===== src/rtl/game_tile_probe.sv =====
// Per-frame foot-probe sampler: on each vsync rising edge read three tile codes
// under the player's feet, resolve them by priority and debounce across frames.
module game_tile_probe #(
  parameter int PLAYER_W      = 32,
  parameter int PLAYER_H      = 48,
  parameter int FOOT_INSET    = 4,
  parameter int TILE_LOG2     = 4,
  parameter int MAP_W_LOG2    = 6,
  parameter int MAP_H         = 48,
  parameter int STABLE_FRAMES = 2
) (
  input  logic        clk,
  input  logic        rst,
  input  logic        vsync,
  input  logic [11:0] xpos,
  input  logic [11:0] ypos,
  output logic        map_rd,
  output logic [11:0] map_addr,
  input  logic [3:0]  map_data,
  output logic [3:0]  current_pix,
  output logic        pix_changed
);

  typedef enum logic [2:0] {IDLE, RD_C, CAP_C, RD_L, CAP_L, RD_R, CAP_R, RESOLVE} state_t;

  localparam logic [1:0] P_C = 2'd0;
  localparam logic [1:0] P_L = 2'd1;
  localparam logic [1:0] P_R = 2'd2;

  // Returns {oob, map address} for one probe point of a sprite at (x, y).
  function automatic logic [12:0] probe(input logic [11:0] x, input logic [11:0] y,
                                        input logic [1:0] sel);
    logic [12:0] px, py, tx, ty;
    logic        oob;
    case (sel)
      P_L:     px = {1'b0, x} + 13'(FOOT_INSET);
      P_R:     px = {1'b0, x} + 13'(PLAYER_W - 1 - FOOT_INSET);
      default: px = {1'b0, x} + 13'(PLAYER_W / 2);
    endcase
    py  = {1'b0, y} + 13'(PLAYER_H - 1);
    tx  = px >> TILE_LOG2;
    ty  = py >> TILE_LOG2;
    oob = px[12] | py[12] | (tx >= 13'(1 << MAP_W_LOG2)) | (ty >= 13'(MAP_H));
    return {oob, ty[11-MAP_W_LOG2:0], tx[MAP_W_LOG2-1:0]};
  endfunction

  state_t      state_q;
  logic        vsync_d_q;
  logic [11:0] x_q, y_q;
  logic [3:0]  code_c_q, code_l_q, code_r_q;
  logic [3:0]  last_cand_q, stable_cnt_q;
  logic        oob_q;
  logic        map_rd_q;
  logic [11:0] map_addr_q;
  logic [3:0]  cur_q;
  logic        chg_q;

  logic        fire;
  logic [12:0] probe_d;
  logic [3:0]  cand_d, cnt_d;
  logic        upd_d;

  assign fire = vsync & ~vsync_d_q;

  // The probe issued on leaving a state; IDLE uses the live position since it
  // is being latched on the same edge.
  always_comb begin
    probe_d = probe(x_q, y_q, P_C);
    case (state_q)
      IDLE:    probe_d = probe(xpos, ypos, P_C);
      CAP_C:   probe_d = probe(x_q, y_q, P_L);
      CAP_L:   probe_d = probe(x_q, y_q, P_R);
      default: probe_d = probe(x_q, y_q, P_C);
    endcase
  end

  always_comb begin
    cand_d = (code_c_q != 4'd0) ? code_c_q :
             (code_l_q != 4'd0) ? code_l_q : code_r_q;
    if (cand_d == last_cand_q)
      cnt_d = (stable_cnt_q == 4'd15) ? 4'd15 : stable_cnt_q + 4'd1;
    else
      cnt_d = 4'd1;
    upd_d = (cnt_d >= 4'(STABLE_FRAMES)) && (cand_d != cur_q);
  end

  always_ff @(posedge clk or posedge rst) begin
    if (rst) begin
      state_q      <= IDLE;
      vsync_d_q    <= 1'b1;
      x_q          <= '0;
      y_q          <= '0;
      code_c_q     <= '0;
      code_l_q     <= '0;
      code_r_q     <= '0;
      last_cand_q  <= '0;
      stable_cnt_q <= '0;
      oob_q        <= 1'b0;
      map_rd_q     <= 1'b0;
      map_addr_q   <= '0;
      cur_q        <= '0;
      chg_q        <= 1'b0;
    end else begin
      vsync_d_q <= vsync;
      map_rd_q  <= 1'b0;
      chg_q     <= 1'b0;
      case (state_q)
        IDLE: if (fire) begin
          x_q      <= xpos;
          y_q      <= ypos;
          oob_q    <= probe_d[12];
          map_rd_q <= ~probe_d[12];
          if (!probe_d[12]) map_addr_q <= probe_d[11:0];
          state_q  <= RD_C;
        end
        RD_C: state_q <= CAP_C;
        CAP_C: begin
          code_c_q <= oob_q ? 4'd0 : map_data;
          oob_q    <= probe_d[12];
          map_rd_q <= ~probe_d[12];
          if (!probe_d[12]) map_addr_q <= probe_d[11:0];
          state_q  <= RD_L;
        end
        RD_L: state_q <= CAP_L;
        CAP_L: begin
          code_l_q <= oob_q ? 4'd0 : map_data;
          oob_q    <= probe_d[12];
          map_rd_q <= ~probe_d[12];
          if (!probe_d[12]) map_addr_q <= probe_d[11:0];
          state_q  <= RD_R;
        end
        RD_R: state_q <= CAP_R;
        CAP_R: begin
          code_r_q <= oob_q ? 4'd0 : map_data;
          state_q  <= RESOLVE;
        end
        RESOLVE: begin
          last_cand_q  <= cand_d;
          stable_cnt_q <= cnt_d;
          if (upd_d) begin
            cur_q <= cand_d;
            chg_q <= 1'b1;
          end
          state_q <= IDLE;
        end
        default: state_q <= IDLE;
      endcase
    end
  end

  assign map_rd      = map_rd_q;
  assign map_addr    = map_addr_q;
  assign current_pix = cur_q;
  assign pix_changed = chg_q;

endmodule

===== config.mk =====
export PLATFORM = sky130hd
export DESIGN_NAME = game_tile_probe
export DESIGN_NICKNAME = d
export VERILOG_FILES = /design/src/rtl/game_tile_probe.sv
export SDC_FILE = /design/constraint.sdc
export NUM_CORES = 1
export LEC_CHECK = 0
export CAP_MARGIN = 10
export CORE_MARGIN = 3
export CORE_UTILIZATION = 58
export CTS_BUF_LIST = sky130_fd_sc_hd__clkbuf_8
export CTS_CLUSTER_DIAMETER = 200
export DETAILED_ROUTE_END_ITERATION = 7
export MAX_ROUTING_LAYER = met4
export PLACE_DENSITY = 0.83
export SYNTH_ARGS = -nofsm -noshare
export SYNTH_HDL_FRONTEND = slang
export SYNTH_SLANG_ARGS = --single-unit

===== constraint.sdc =====
create_clock -name clk -period 3 [get_ports clk]
set_input_delay 0.9 -clock clk [delete_from_list [all_inputs] [get_ports clk]]
set_output_delay 0.9 -clock clk [all_outputs]
set_load 0.005 [all_outputs]

==> metrics.md, run 1 <==
| Metric | Value |
|---|---|
| Total wire length | 9220 um |
| Remaining DRCs | 0 |
| ANT cells | 0 |
| Nets | just over 500 |
| Initial cell density of the core | 60.5% |
| Total CTS buffers | 9 |
| Post-layout util | 75.5% |
| Core area | 6390 um^2 |
| Clk pin slew, worst setup/hold paths | approximately 0.080 ns |
| Max-cap violations | 0 |
| Cell Chain, Critical Path | clkdlybuf4s50_1 > ha_1 > nand3_1 > nor2_1 > mux2i_2 > o211ai_1 > nor3_2 > buf_4 > mux2_1 |
| Status | complete, no violations |
| Tcrit/Tclk final | 96.3% |
| FF-to-FF End | map_addr[1]$_DFFE_PP0P_ |
| CP top delay family | buffers and inverters |
| Cell area after synthesis | between 3000 and 4000 um^2 |
| CP bufs+invs | 2 |
| Grt met2 use | 43.2% |
| Hold Crit Start | code_r_q[2]$_DFFE_PP0P_ |
| Busiest layer in global routing | met2 |
| Critical Path RT | 3.23 ns |
| M3 GR Usage | 6.21% |
| Leak | between 2 and 2.5 nW |
| Commonest non-fill, non-tap cell in the layout | dfrtp_1 |
| Share of cells above drive strength 1 | 17.6% |
| Yosys warnings | 0 |
| DIE AREA | between 7000 and 8000 um^2 |
| Post CTS Setup Buffer Count | 0 |
| Measured slew at the worst slew-check pin | 0.838 ns |
| Syn nets | 434 |
| CP Data Arrival Time | 3.12 ns |
| Worst Hold Depth | 2 |
| Bufs on Longest Clock Path | 2 |
| Max-slew headroom | 43.6% |
| Hold WC Path Type | flip-flop to flip-flop |
| Post-route cell area | around 4800 um^2 |
| H-tree levels | 3 |
| TritonCTS clock tree | done |
| Crit. End Element | flip-flop |
| Worst Hold End | code_r_q[2]$_DFFE_PP0P_ |
| Asr flop ratio synth | 100% |
| DRT Pass-1 Iters | 4 |
| WS Path Type | primary input to flip-flop |
| CP Launch Type | primary input |
| Synth cell types | 56 |
| Row count | 29 |
| I/O pin cnt | approximately 50 |
| IO buf count | 48 |
| Initial antenna violation count | 0 |
| Syn_area_per_cell | roughly 10 um^2 |
| FF-to-FF Start | state_q[0]$_DFFE_PP0P_ |
| Hold_buf cts | 0 |
| Setup violators final | 0 |
| Achievable Freq | 346 MHz |
| #FFs+latches synth | 67 |
| Crit-path max cell delay | 0.49 ns |
| Dpl hpwl | 6850 um |
| Worst IR Drop VDD | between 0.6 and 0.7 mV |
| Commonest cells after routing, fill and taps aside | dfrtp_1, clkdlybuf4s50_1, nand2_1 |
| Setup repair after global routing missed its margin | false |
| Die height | 87.6 um |
| Area grow syn2layout | 24.7% |
| CTS sink count | 67 |
| All-Layer GR Usage | approximately a quarter |
| Slowest stage cell, crit path | clkdlybuf4s50_1 |
| # resized after CTS | 0 |
| Met1 Use GR | 31.5% |
| Worst reg2reg path depth | 10 |
| Gr ovfl total | 0 |
| Ys flop type | dfrtp_1 |
| Largest net degree at the start of global routing | 36 |
| Pwr/cell area | 1010 nW/um^2 |
| Area after DPL | about 4600 um^2 |
| Worst-skew pair later-pin latency | about 0.35 ns |
| GPL Wtd Cong | 0.917 |
| Critical path depth in cells | 9 |
| Flop-to-flop setup slack | roughly 0.38 ns |
| Via count | roughly 3,300 |
| Critical path fanouts, max | 8 |
| Vias in the first global route | about 3,300 |
| Sequential share of the synthesized area | roughly 43% |
| First-pass GRT wire length | 15,200 um |
| Root Driver | clkbuf_8 |
| Mean number of vias per cell | around 6 |
| Post-synth EDFFs | 0 |
| Min Tclk post-route | 2.89 ns |
| Final Skew | approximately 0.0096 ns |
| Max Transition Viols Final | 0 |
| Syn Inst Count | 394 |
| Die width | 87.6 um |
| Hold Slack | 0.497 ns |
| Initial drt markers | 150 |
| Hold Vio Cnt, Final | 0 |
| Drt wl/cell | 16.8 um |
| Antenna-violating nets left | 0 |
cell usage after synthesis, drive strengths merged, types with 5 or more instances:
cell	number	share of area, %
o22ai	7	1.1
nor2b	5	0.81
nor2	21	2.0
nand2b	15	2.4
dfrtp	66	43
a31oi	7	1.1
nor4	5	0.81
o211ai	7	1.4
nand4	5	0.81
xor2	9	2.0
xnor2	14	3.2
a21oi	16	2.1
mux2	35	10
ha	9	2.9
o21ai	31	4.0
nand3	13	1.8
nand2	42	4.1
nor3	8	1.2
inv	12	1.2
clkbuf	12	1.2
cell families after synthesis:
kind of cell	share of synthesized area (%)
and+or+nand+nor	18.1
AOI/OAI and AO/OA	16.2
DFF	43.4
muxes	11.2
buffers and inverters	2.91
xor gates and xnor gates	5.21
adders and majority gates	2.91
layer usage:
layer | vias to the layer above | wire, um
li1 | 1584 | -
met1 | 1568 | 3850
met2 | 106 | 4670
met3 | 26 | 447
met4 | 0 | 251
met5 | - | 0
report_power, final:
part	internal, W	switching [W]	leakage (nW)
sequential	0.00129	0.000457	0.838
combinational	0.00120	0.00117	1.10
clock	0.000406	0.000371	0.0987
worst max-delay path by stage:
stage / from / to / slack (ns)
final: xpos[5] / map_addr[1]$_DFFE_PP0P_ / 0.11
after global routing: xpos[4] / map_addr[1]$_DFFE_PP0P_ / 0.007
after CTS: xpos[4] / map_addr[1]$_DFFE_PP0P_ / 0.1
after detailed placement: xpos[4] / map_addr[7]$_DFFE_PP0P_ / -0.26
after global placement: xpos[4] / map_addr[10]$_DFFE_PP0P_ / -0.11
after floorplan: ypos[2] / map_addr[10]$_DFFE_PP0P_ / 0.19
through the flow:
stage | TNS, ns | total power, W | cells | worst slack (ns)
after global routing | 0 | 0.00524 | 549 | 0.00651
after global placement | -1.03 | 0.00399 | 533 | -0.114
after detailed placement | -2.52 | 0.00409 | 533 | -0.257
after CTS | 0 | 0.00489 | 549 | 0.0993
after floorplan | 0 | 0.00325 | 394 | 0.191
final | 0 | 0.00489 | 549 | 0.112
worst reg2reg max path: cells and delay by family (launching register included):
| kind | cells | cell delay, ns |
|---|---|---|
| buffers and inverters | 3 | 0.41 |
| muxes | 1 | 0.32 |
| AOI/OAI and AO/OA | 2 | 0.71 |
| DFF | 1 | 0.40 |
| and+or+nand+nor | 3 | 0.35 |
| adders and majority gates | 1 | 0.30 |
state kept, by name, summed over array words and instances (netlist names):
signal / flops
state_q: 3
code_l_q: 4
map_rd: 1
vsync_d_q: 1
stable_cnt_q: 4
code_c_q: 4
x_q: 12
pix_changed: 1
last_cand_q: 4
code_r_q: 4
map_addr: 12
y_q: 12
current_pix: 4
oob_q: 1
area by class of cell:
class                   count  area (um^2)
inverters                  12         45.0
multi-input cells         299         2080
clock buffers              10          138
repair buffers             78          718
fillers                   451         1570
well taps                  77         96.3
clock inverters             6         63.8
flip-flops and latches     67         1680
No activity file was read; power rests on OpenSTA's default activity.
==> run 2: changes to the inputs <==
==> constraint.sdc (replaced) <==
create_clock -name clk -period 3.1 [get_ports clk]
set_input_delay 0.93 -clock clk [delete_from_list [all_inputs] [get_ports clk]]
set_output_delay 0.93 -clock clk [all_outputs]
set_load 0.005 [all_outputs]
==> run 2 against run 1 <==
  * Total power fell by 4.9%
  * Combinational power fell by 3%
  * Hold slack got worse by 0.0047 ns
  * Via count rose by 2.6%
  * Worst setup slack improved by 0.10 ns
  * Clock power fell by 16%
  * Sequential share of layout area rose by 0.37 points
  * Clock skew rose by 0.0026 ns
  * Final cell count fell by 0.55%
  * Critical path type unchanged
==> metrics.md, run 2 (synthesized netlist as in run 1, its figures left out) <==
| Metric | Value |
|---|---|
| Status | complete, no violations |
| Flop-to-flop setup slack | 0.38 ns (about the same) |
| Clk pin slew, worst setup/hold paths | 0.08 ns (about the same) |
| Row count | 29 (unchanged) |
| CTS sink count | 67 (unchanged) |
| Switching Fraction | 42.2% (+1.4 points) |
| Hold Vio Cnt, Final | 0 (unchanged) |
| Initial drt markers | 219 (+46%) |
| Clock power share | 14.1% (-1.8 points) |
| Hold_buf cts | 0 (unchanged) |
| Hold Slack | 0.492 ns (-0.00469 ns) |
| Hold WC Path Type | flip-flop to flip-flop |
| Root Driver | clkbuf_8 |
| Gate power share | 49.2% (+0.9 points) |
| Psw | 0.00196 W (-1.7%) |
| Post CTS Setup Buffer Count | 0 (unchanged) |
| WS Path Type | primary input to flip-flop |
| CP Launch Type | primary input |
| Pre-CTS setup slack | -0.130 ns (+0.126 ns) |
| Sum Neg Setup Slack | 0 ns (unchanged) |
| Max-slew headroom | 44.5% (+0.92 points) |
| Mean number of vias per cell | 6.17 (+3.1%) |
| FF-to-FF Start | state_q[0]$_DFFE_PP0P_ |
| DRT Pass-1 Iters | 4 (unchanged) |
| # resized after CTS | 0 (unchanged) |
| GPL Wtd Cong | 0.943 (+2.9%) |
| Remaining DRCs | 0 (unchanged) |
| Largest net degree at the start of global routing | 34 (-5.6%) |
| Area grow syn2layout | 23.4% |
| Total wire length | 9280 um (+0.73%) |
| Max-cap violations | 0 (unchanged) |
| Crit. End Element | flip-flop |
| Final worst slack | 0.214 ns (+0.102 ns) |
| Dpl hpwl | 6910 um (+0.90%) |
| DIE AREA | 7680 um^2 (unchanged) |
| Min Tclk post-route | 2.89 ns |
| Setup repair after global routing missed its margin | false |
| Bufs on Longest Clock Path | 2 (unchanged) |
| Share of cells above drive strength 1 | 16.8% (-0.74 points) |
| Via count | 3,368 (+2.6%) |
| CP Data Arrival Time | 3.11 ns (about the same) |
| Worst setup startpoint | xpos[4] |
| Gr ovfl total | 0 (unchanged) |
| Hold Crit Start | code_r_q[3]$_DFFE_PP0P_ |
| I/O pin cnt | 49 (unchanged) |
| Pwr/cell area | 975 nW/um^2 (-3.9%) |
| Die height | 87.6 um (unchanged) |
| Nets | 504 (-0.59%) |
| Total CTS buffers | 9 (unchanged) |
| Max Transition Viols Final | 0 (unchanged) |
| H-tree levels | 3 (unchanged) |
| Core area | 6390 um^2 (unchanged) |
| Die width | 87.6 um (unchanged) |
| Setup violators final | 0 (unchanged) |
| Worst IR Drop VDD | 0.660 mV (+5.6%) |
| Drt wl/cell | 17.0 um (+1.3%) |
| Initial cell density of the core | 60.5% (unchanged) |
| Worst-skew pair later-pin latency | 0.35 ns (about the same) |
| Commonest cells after routing, fill and taps aside | dfrtp_1, clkdlybuf4s50_1, nand2_1 |
| Critical path fanouts, max | 8 (unchanged) |
| All-Layer GR Usage | 26.8% (+0.26 points) |
| Final Skew | 0.0123 ns (+0.00265 ns) |
| Fillers | 446 (-1.1%) |
| Register share of total power | 36.7% (+0.9 points) |
| ANT cells | 0 (unchanged) |
| Vias in the first global route | 3,262 (-1.5%) |
| Initial antenna violation count | 0 (unchanged) |
| Critical Path RT | 3.33 ns (+0.10 ns) |
| First-pass GRT wire length | 15,600 um (+2.6%) |
| Achievable Freq | about 350 MHz |
| Antenna-violating nets left | 0 (unchanged) |
| Measured slew at the worst slew-check pin | 0.824 ns (-0.0137 ns) |
| TritonCTS clock tree | done |
| Internal power | 0.00269 W (-7.2%) |
| Leak | 2.01 nW (-1.2%) |
| IO buf count | 48 (unchanged) |
| Commonest non-fill, non-tap cell in the layout | dfrtp_1 |
| Tcrit/Tclk final | 93.1% |
==> run 2: changes by cell type in the layout (fill, tap and decap cells not counted) <==
| cell | change |
|---|---|
| buf_4 | -3 |
| bufinv_16 | -1 |
| clkbuf_8 | -1 |
| clkinv_4 | +3 |
| clkinvlp_4 | -1 |
| mux2i_1 | +1 |
| mux2i_2 | -1 |
==> run 2: layout make-up <==
cell class | instances | area (um^2) | area share (%)
Multi-Input combinational cell | 299 | 2080 | 43.6
Clock inverter | 7 | 52.6 | 1.10
Clock buffer | 9 | 124 | 2.60
Tap cell | 77 | 96.3 | 2.02
Timing Repair Buffer | 75 | 696 | 14.6
Inverter | 12 | 45.0 | 0.945
Sequential cell | 67 | 1680 | 35.2
==> run 2: per-stage QoR <==
step | instance area, um^2 | power, W | cells | util, %
global route | 4770 | 0.00499 | 546 | 74.7
floorplan | 3860 | 0.00315 | 394 | -
CTS | 4770 | 0.00463 | 546 | 74.7
detailed placement | 4590 | 0.00396 | 530 | 71.9
finish | 4770 | 0.00465 | 546 | 74.7
global placement | 4590 | 0.00385 | 530 | 71.9
==> run 2: layer usage <==
metal	track usage (%)	routed length (um)	vias to the layer above
met4	10.9	214	0
met3	3.01	462	22
li1	-	-	1581
met5	-	0	-
met1	34.7	3980	1639
met2	42.9	4630	126
==> run 2: path summary, 6_finish.rpt <==
check	cells past startpoint	endpoint
max in group asynchronous	3	vsync_d_q$_DFF_PP1_
worst min register to register	2	code_r_q[3]$_DFFE_PP0P_
min in group asynchronous	2	y_q[3]$_DFFE_PP0P_
worst min-delay path	2	code_r_q[3]$_DFFE_PP0P_
worst max register to register	9	map_addr[2]$_DFFE_PP0P_
worst max-delay path	9	map_addr[2]$_DFFE_PP0P_
==> run 2: worst max-delay path, stage by stage <==
cell and delay (ns):
clkdlybuf4s50_1 0.49, ha_1 0.18, nand3_1 0.12, nor2_1 0.15, mux2i_1 0.29, o211ai_1 0.18
nor3_2 0.25, buf_4 0.20, mux2_1 0.33
==> run 2: power groups by stage <==
stage               registers [W]  logic (W)  clock network (W)
floorplan                 0.00153    0.00162                  0
global placement          0.00167    0.00217                  0
detailed placement        0.00170    0.00226                  0
CTS                       0.00169    0.00227           0.000664
global route              0.00176    0.00253           0.000704
finish                    0.00171    0.00229           0.000656
